==> src/rtl/bus_rr.sv <==
// bus_rr: round-robin multi-master bus with slave window decode and 1-cycle read return; BUS_RR_TIMEOUT_EN adds a MAX_HOLD grant limit
module bus_rr #(
  parameter int N_MASTER = 4,
  parameter int N_SLAVE  = 4,
  parameter int ADDR_W   = 8,
  parameter int DATA_W   = 32,
  parameter int SLV_LSB  = 5,
  parameter int MAX_HOLD = 16
) (
  input  logic                         clk,
  input  logic                         reset,
  input  logic [N_MASTER-1:0]          M_req,
  input  logic [N_MASTER-1:0]          M_wr,
  input  logic [N_MASTER*ADDR_W-1:0]   M_address,
  input  logic [N_MASTER*DATA_W-1:0]   M_dout,
  output logic [N_MASTER-1:0]          M_grant,
  output logic [DATA_W-1:0]            M_din,
  output logic [N_SLAVE-1:0]           S_sel,
  output logic [ADDR_W-1:0]            S_address,
  output logic                         S_wr,
  output logic [DATA_W-1:0]            S_din,
  input  logic [N_SLAVE*DATA_W-1:0]    S_dout,
  output logic                         decode_err
);
  localparam int MW = $clog2(N_MASTER);
  localparam int SW = ADDR_W - SLV_LSB;
  typedef enum logic {IDLE, OWNED} state_t;
  state_t state;
  logic [MW-1:0] last_owner, win;
  logic [N_MASTER-1:0] cand;
  logic [SW-1:0] sidx, rd_idx;
  logic own_req, win_ok, in_range, hit, tmo, sw, rd_valid;
  // last_owner doubles as the current owner while OWNED
  assign own_req   = state == OWNED && M_req[last_owner];
  assign cand      = M_req & ~M_grant;
  assign S_address = state == OWNED ? M_address[last_owner*ADDR_W +: ADDR_W] : '0;
  assign S_din     = state == OWNED ? M_dout[last_owner*DATA_W +: DATA_W] : '0;
  assign S_wr      = state == OWNED ? M_wr[last_owner] : 1'b0;
  assign sidx      = S_address[ADDR_W-1:SLV_LSB];
  assign in_range  = int'(sidx) < N_SLAVE;
  assign hit       = own_req && in_range;
  assign S_sel     = hit ? N_SLAVE'(1) << sidx : '0;
  assign M_din     = rd_valid ? S_dout[rd_idx*DATA_W +: DATA_W] : '0;
  assign sw        = state == IDLE || !M_req[last_owner] || tmo;
  // closest requester after last_owner wins, so scan from the far end down
  always_comb begin
    win_ok = 1'b0;
    win = '0;
    for (int i = N_MASTER; i >= 1; i--)
      for (int j = 0; j < N_MASTER; j++)
        if (cand[j] && j == (int'(last_owner) + i) % N_MASTER) begin
          win_ok = 1'b1;
          win = MW'(j);
        end
  end
`ifdef BUS_RR_TIMEOUT_EN
  localparam int HW = $clog2(MAX_HOLD + 1);
  logic [HW-1:0] hold;
  assign tmo = own_req && int'(hold) + 1 >= MAX_HOLD && |cand;
  always_ff @(posedge clk)
    if (reset || sw) hold <= '0;
    else if (int'(hold) < MAX_HOLD) hold <= hold + 1'b1;
`else
  assign tmo = MAX_HOLD < 0;
`endif
  always_ff @(posedge clk)
    if (reset) begin
      state      <= IDLE;
      M_grant    <= '0;
      last_owner <= MW'(N_MASTER - 1);
      rd_valid   <= 1'b0;
      rd_idx     <= '0;
      decode_err <= 1'b0;
    end else begin
      if (sw) begin
        state   <= win_ok ? OWNED : IDLE;
        M_grant <= win_ok ? N_MASTER'(1) << win : '0;
        if (win_ok) last_owner <= win;
      end
      rd_valid   <= hit && !S_wr;
      rd_idx     <= sidx;
      decode_err <= own_req && !in_range;
    end
endmodule
==> config.mk <==
export PLATFORM = sky130hd
export DESIGN_NAME = bus_rr
export DESIGN_NICKNAME = d
export VERILOG_FILES = /design/src/rtl/bus_rr.sv
export SDC_FILE = /design/constraint.sdc
export NUM_CORES = 1
export LEC_CHECK = 0
export ABC_AREA = 1
export CELL_PAD_IN_SITES_DETAIL_PLACEMENT = 1
export CELL_PAD_IN_SITES_GLOBAL_PLACEMENT = 1
export CORE_ASPECT_RATIO = 1.4
export CORE_MARGIN = 4
export CORE_UTILIZATION = 13
export DETAILED_ROUTE_END_ITERATION = 10
export PLACE_DENSITY_LB_ADDON = 0.1
export RECOVER_POWER = 100
export SLEW_MARGIN = 25
export SYNTH_ARGS = -nofsm -noshare
export SYNTH_HDL_FRONTEND = slang
export SYNTH_SLANG_ARGS = --single-unit
==> constraint.sdc <==
create_clock -name clk -period 2.78 [get_ports clk]
set_clock_uncertainty 0.2 [all_clocks]
set_input_delay 0.695 -clock clk [delete_from_list [all_inputs] [get_ports clk]]
set_output_delay 0.695 -clock clk [all_outputs]
set_load 0.05 [all_outputs]
# Word level (Yosys, flattened, before mapping)
# Cells that the tools add are included.
[classes]
reduce_logical = 33
shift = 5
n_eq_ne = 12
magnitude_cmp = 2
n_bitwise = 7
addsub = 4
muxes = 42
[ops]
columns = ["cell", "count"]
rows = [
  ["zero test 32 bit", 4],
  ["indexed part select 128 x 8 -> 32 bit", 1],
  ["indexed part select 128 x 9 -> 32 bit", 1],
  ["two-way mux 32 bit", 2],
  ["indexed part select 32 x 6 -> 8 bit", 1],
  ["two-way mux 2 bit", 14],
  ["equality test 3 bit, first input constant", 8],
  ["two-way mux 1 bit", 21],
  ["logical AND 1 bit", 20],
  ["equality test 2 x 3 -> 1 bit, first input constant", 4],
  ["two-way mux 4 bit", 2],
  ["two-way mux 8 bit", 1],
  ["OR reduction 2 bit", 4],
  ["adder 2 x 1 -> 2 bit, second input constant", 2],
  ["adder 2 bit, second input constant", 2],
  ["AND 1 bit, first input constant", 4],
  ["AND 4 bit", 1],
  ["binary-select mux 1 bit (select 2 bit)", 2],
  ["inverter 4 bit", 1],
  ["left shift 1 x 2 -> 4 bit, first input constant", 1],
  ["left shift 1 x 3 -> 4 bit, first input constant", 1],
  ["zero test 1 bit", 3],
  ["less-than comparator 2 x 3 -> 1 bit, second input constant", 1],
  ["less-than comparator 3 bit, second input constant", 1],
  ["other kinds (3)", 3],
]
[word_totals]
elab_cells = 111
register_bits = 12

# Logic depth before layout (Yosys ltp)
# Gate-level depths: netlist of the first run.
[depth]
depth_word = 22
ltp_mapped = 18

# Worst setup path after synthesis of the first run
# No wires, ideal clock.
[synth_path]
path_type = "input -> output"
startpoint = "input port M_address[29]"
endpoint = "output port S_sel[1]"
n_path_buf = 0
cell_stages = 5
t_arrival_ns = 3.230
path_slack_ns = -1.345
cell_sequence = "a22o_1 > a221oi_1 > nor2_1 > inv_1 > nor4_1"
[synth_via]
elab_chain_cells = 5
word_cells_on_any_way = 6
[synth_rtl]
columns = ["element", "line_no", "text"]
rows = [
  ["start: declaration", "14", "input logic [N_MASTER*ADDR_W-1:0] M_address,"],
  ["indexed part select 32 x 6 -> 8 bit (*)", "36", "assign S_address = state == OWNED ? M_address[last_owner*ADDR_W +: ADDR_W] : '0;"],
  ["two-way mux 8 bit (*)", "36", ""],
  ["net S_address[5]", "19", "output logic [ADDR_W-1:0] S_address,"],
  ["less-than comparator 3 bit", "40", "assign in_range = int'(sidx) < N_SLAVE;"],
  ["logical AND 1 bit", "41", "assign hit = own_req && in_range;"],
  ["two-way mux 4 bit (*)", "42", "assign S_sel = hit ? N_SLAVE'(1) << sidx : '0;"],
  ["end: declaration", "18", "output logic [N_SLAVE-1:0] S_sel,"],
]
# Mark *: on every way through the listed nets, which the timed path passes. The rest lies on a longest branch.

# Final worst setup path of the first run
[layout_path]
startpoint = "input port M_address[31]"
endpoint = "output port S_sel[1]"
[layout_via]
elab_chain_cells = 5
word_cells_on_any_way = 6
[layout_rtl]
columns = ["element", "line_no"]
rows = [
  ["indexed part select 32 x 6 -> 8 bit (*)", "36"],
  ["two-way mux 8 bit (*)", "36"],
  ["less-than comparator 3 bit", "40"],
  ["logical AND 1 bit", "41"],
  ["two-way mux 4 bit (*)", "42"],
]
# Every way passes the cells marked *; elsewhere a longest branch is shown, timed or not.

==> reports/metrics.yaml, run 1 <==
outcome: "finished, violations left"
violations: "negative setup slack"
syn_area_per_cell_um2: 5.30
grt_pass1_vias: 6082
holdWs_ns: 0.299
insertion_delay_ns: 0.24
crit_required_ns: 1.88
cp_max_fo: 2
path_clk_slew_ns: 0.04
std_cell_rows: 62
grt_antenna_before_repair: 0
crit_type: "input pin to primary output"
worst_pin_slew_ns: 0.521
syn_to_final_growth_pct: 216
nFillCells: 2455
cts_buffers: 3
cp.arrival_ns: 2.03
stdcell_count: 1162
grt-ovfl-total: 0
min_period_ns: 2.93
top_layer: "met4"
met2_length_mm: 12.8
wire_per_inst_um: 21.1
setup_viol: 21
grt_pass1_wl_mm: 34.7
drc: 0
peakVddDrop_v: 0.000430
synth_top_area_cell: "a22oi_1"
power_density_nw_per_um2: 843
finalCritPeriodShare_pct: 105
layout_common_cells: "clkdlybuf4s50_1, nor2_1, buf_12"
rsz0062_at_grt: "yes"
start_kind: "input pin"
die_x_um: 130
ios: 380
holdBufCountCts: 0
drive_gt1_share_pct: 25.5
ant_nets: 0
yosys.cell_types.count: 31
cts.path.max_buffers: 2
layout_commonest_cell: "clkdlybuf4s50_1"
drv_cap: 0
crit_chain: "buf_2 > a22o_1 > a221oi_4 > buf_6 > nor2_4 > nor4_4 > buf_12"
synth_area_leaders: "a22oi_1, nor2_1, a21oi_1"
postSynthCellCount: 509
slew_headroom_pct: 65.2
drt_iter0_markers: 125
grt_max_degree: 65
tritoncts: "done"
hold_path_class: "flop to flop"
drt-total-wl_mm: 24.5
numPortBuffers: 379
die_h_um: 179
dieArea_um2: 23200
slew_viol_final: 0
yosys_warnings: 0
cts.sinks: 12
cts_root_buf: "clkbuf_16"
syn_nets: 807
start_util_pct: 13.2
critPathSlowestCell: "nor4_4"
core_region_area_um2: 20500
dr_total_vias: 5537
hold_violations: 0
finalNetCount: 1205
wl_met3_mm: 2.41
grt_use_total_pct: 19.1
gp_congestion: 0.859
drtPass1Iterations: 6
endpoint_kind: "primary output"
timing.fmax_ghz: 0.342
layout_setup_ws_ns: -0.148
place_ws_ns: -0.466
cts_max_level: 1
avgViaCountPerCell: 4.77
synth_area_um2: 2700
diodes: 0
synth_top_area_share_pct: 21.1
setup_tns_ns: -0.652
wl_met1_mm: 8.76
ys_ff_latch: 12
leakage_nw: 3.21
place_inst: 1144
dp_hpwl_mm: 20.1
ys_seq_area_share_pct: 8.90
slowest_delay_ns: 0.38
==> timing repair <==
action | CTS | global route
gates resized for setup | 48 | 67
setup buffers | 10 | 7
pin swaps | 19 | 39
setup endpoints to repair | 41 | 67
cloned | 0 | 2
==> metrics by stage <==
stage	instance area, µm²	utilization (%)	total power [mW]
2_1_floorplan	3140	-	3.71
3_3_place_gp	8240	40.2	6.63
3_5_place_dp	8240	40.2	6.72
4_1_cts	8470	41.3	7.23
5_1_grt	8540	41.7	7.63
6_report	8540	41.7	7.20
==> registers in the layout, indices dropped and copies added, names as in the netlist <==
signal	cells
M_grant	4
last_owner	2
rd_idx	3
rd_valid	1
decode_err	1
state	1
==> layout make-up <==
class / count / area [µm²] / share of cell area (%)
sequential: 12 / 249 / 2.91
multi-input combinational: 431 / 2800 / 32.7
inverter: 22 / 96.3 / 1.13
timing repair buffer: 437 / 4990 / 58.5
tap: 256 / 320 / 3.75
clock buffer: 4 / 88.8 / 1.04
==> layer usage <==
metal	track usage [%]	vias to the layer above
met5	0	-
met3	5.69	29
met4	4.29	0
li1	-	2599
met1	21.1	2609
met2	35.5	300
==> report_power, final <==
part	switching, mW	internal, mW
Clock	0.0736	0.217
Sequential	0.0544	0.239
Combinational	3.75	2.87
Total	3.88	3.32
==> cell usage after synthesis (all sizes together) <==
cell type / n
o21a: 1
buf: 6
a31oi: 1
o21bai: 1
nand3: 5
a22oi: 76
clkbuf: 38
nand2: 43
dfxtp: 12
a22o: 3
a221oi: 4
nor2: 145
nand4: 2
o21ai: 65
inv: 20
clkinv: 2
a21oi: 76
nor3: 6
a211o: 1
o22ai: 1
nor4: 1
==> cells by family after synthesis <==
family / Yosys count / synth area share, %
AO/OA/AOI/OAI: 229 / 51.3
AND/OR/NAND/NOR: 202 / 30.6
buffers and inverters: 66 / 9.22
flip-flops: 12 / 8.90
==> worst paths after layout <==
kind,start,to,slack (ns),cells past startpoint
min reg2reg,M_grant[3]$_SDFFE_PP0P_,M_grant[3]$_SDFFE_PP0P_,0.30,2
min,M_grant[3]$_SDFFE_PP0P_,M_grant[3]$_SDFFE_PP0P_,0.30,2
max,M_address[31],S_sel[1],-0.15,7
max reg2reg,last_owner[0]$_SDFFE_PP1P_,last_owner[0]$_SDFFE_PP1P_,0.44,19
==> critical path: cells and delay by family <==
family	cells	cell delay, ns
compound gates	2	0.48
buf+inv	3	0.45
simple gates	2	0.42
No activity file was read; power rests on OpenSTA's default activity.
==> inputs of run 2 (changes only) <==
- CTS_CLUSTER_DIAMETER: default -> 100
==> results of run 2 <==
No change in the layout: final DEF, timing and power equal those of run 1.
==> inputs of run 3 (changes only) <==
- PLACE_DENSITY: default -> 0.89
- PLACE_DENSITY_LB_ADDON: 0.1 -> default
- SLEW_MARGIN: 25 -> 40
==> run 3 against run 2 <==
  * The flow still finishes with violations (negative setup slack)
  * Highest routed layer unchanged
  * Sequential share of layout area about the same
  * Critical path depth unchanged
  * Combinational power hardly changed
  * Global-route usage down 1.6 points
  * Count of clock-buffer cells in the layout unchanged
  * Critical endpoint unchanged
==> reports/metrics.yaml, run 3 (synthesis gave the netlist of run 1 again) <==
cts.path.max_buffers: 2
die_h_um: 179
cts_root_buf: "clkbuf_16"
tritoncts: "done"
min_period_ns: 2.89
std_cell_rows: 62
timing.fmax_ghz: 0.346
layout.area.seq_um2: 249
drtPass1Iterations: 4
drt-total-wl_mm: 23.1
largest-register: "M_grant"
outcome: "finished, violations left"
peakVddDrop_v: 0.000580
hold_path_class: "flop to flop"
dieArea_um2: 23200
grt_pass1_vias: 5697
start_kind: "input pin"
nFillCells: 2360
critPathSlowestCell: "nor4_4"
p_clk_share_pct: 4.2
cts_buffers: 3
avgViaCountPerCell: 4.74
min-delay-start: "M_grant[0]$_SDFFE_PP0P_"
drt_iter0_markers: 174
syn_to_final_growth_pct: 217
stdcell_count: 1148
holdWs_ns: 0.294
crit_type: "input pin to primary output"
cts_max_level: 1
grt-ovfl-total: 0
slowest_delay_ns: 0.32
r2r_setup_slack_ns: 0.35
layout_common_cells: "clkdlybuf4s50_1, nor2_1, buf_12"
r2r-end: "last_owner[0]$_SDFFE_PP1P_"
cts.sinks: 12
path_clk_slew_ns: 0.05
grt_antenna_before_repair: 1
rsz0062_at_grt: "yes"
final_area_um2: 8550
r2r_cells: 18
start_util_pct: 13.2
core_region_area_um2: 20500
setup_tns_ns: -0.345
layout_commonest_cell: "clkdlybuf4s50_1"
drive_gt1_share_pct: 25.2
violations: "negative setup slack"
largestRegisters: "M_grant x4, rd_idx x3, last_owner x2"
power_density_nw_per_um2: 843
multi_input_area_um2: 2800
crit_required_ns: 1.88
finalNetCount: 1191
power_mw: 7.21
timing.critical_path.buf_inv: 3
seqPwrFrac_pct: 4.3
insertion_delay_ns: 0.24
r2r_start: "last_owner[1]$_SDFFE_PP1P_"
endpoint_kind: "primary output"
die_x_um: 130
grt_use_total_pct: 17.5
dr_total_vias: 5438
internal_power_mw: 3.29
finalCritPeriodShare_pct: 104
ant_nets: 0
wire_per_inst_um: 20.1
leakage_nw: 3.15
whs_path_depth: 2
worst_pin_slew_ns: 0.564
gp_congestion: 0.822
grt_pass1_wl_mm: 31.6
drv_cap: 0
ios: 380
fin_util_pct: 41.8
crit_chain: "buf_6 > a22o_4 > a221oi_4 > buf_4 > nor2_4 > nor4_4 > buf_12"
place_inst: 1131
diodes: 0
numPortBuffers: 379
sw_frac_of_total_pct: 54.3
drc: 0
p_switching_mw: 3.91
dp_hpwl_mm: 18.7
slew_viol_final: 0
whs_endpoint: "M_grant[0]$_SDFFE_PP0P_"
place_ws_ns: -0.484
largest_register_ffs: 4
cp_top_family: "compound AO/OA/AOI/OAI gates"
grt_max_degree: 65
setup_viol: 5
cp.arrival_ns: 1.99
layout_setup_ws_ns: -0.108
p_comb_share_pct: 91.6
hold_violations: 0
cp_max_fo: 2
dpl_cell_area_um2: 8190
slew_headroom_pct: 62.3
[run 3: cell count changes in the layout (fill, tap and decap cells not counted), moves of 4 or more]
cell and change:
o21ai_0 -5, o21ai_1 +5, clkbuf_4 -4, buf_4 -10, a22oi_2 -16, buf_12 +12, a21oi_1 -14, a22oi_1 +16
dlygate4sd3_1 -5, a21oi_2 +12
[run 3: power groups by stage]
stage	registers (mW)	logic, mW	clock network, mW
after floorplan	0.348	3.36	0
after global placement	0.289	6.16	0
after detailed placement	0.291	6.29	0
after CTS	0.293	6.46	0.305
after global routing	0.314	6.96	0.312
final	0.306	6.60	0.300
[run 3: worst max path at each step]
stage               depth (start not counted)                  startpoint        to  slack [ns]
finish                                      7               M_address[31]  S_sel[1]       -0.11
global route                                8  last_owner[0]$_SDFFE_PP1P_  S_sel[1]       -0.14
CTS                                         7               M_address[31]  S_sel[1]       -0.05
detailed placement                          6               M_address[31]  S_sel[0]       -0.48
global placement                            8                    M_req[3]  S_sel[0]       -0.42
floorplan                                   4               M_address[31]  S_sel[1]       -0.12
[run 3: tightest hold or removal path, stage by stage, from the launching register on]
cell	delay, ns
dfxtp_1	0.32
nand2_1	0.07
a21oi_1	0.06
[run 3: final cells by class]
class / count / share of cell area (%)
well taps: 256 / 3.74
repair buffers: 423 / 58.5
clock buffers: 4 / 1.04
inverters: 22 / 1.07
flip-flops and latches: 12 / 2.91
multi-input cells: 431 / 32.7
[run 3: timing repair]
item / CTS / global route
buffers inserted: 7 / 6
hold buffers: 0 / 0
pin swaps: 18 / 30
resized for setup: 56 / 44
endpoints found under the setup margin: 49 / 43
[run 3: routing by layer]
metal | global-route usage, % | wire [µm]
met1 | 16.7 | 7580
met2 | 34.4 | 12200
met3 | 6.38 | 2640
met4 | 4.46 | 600
met5 | 0 | 0
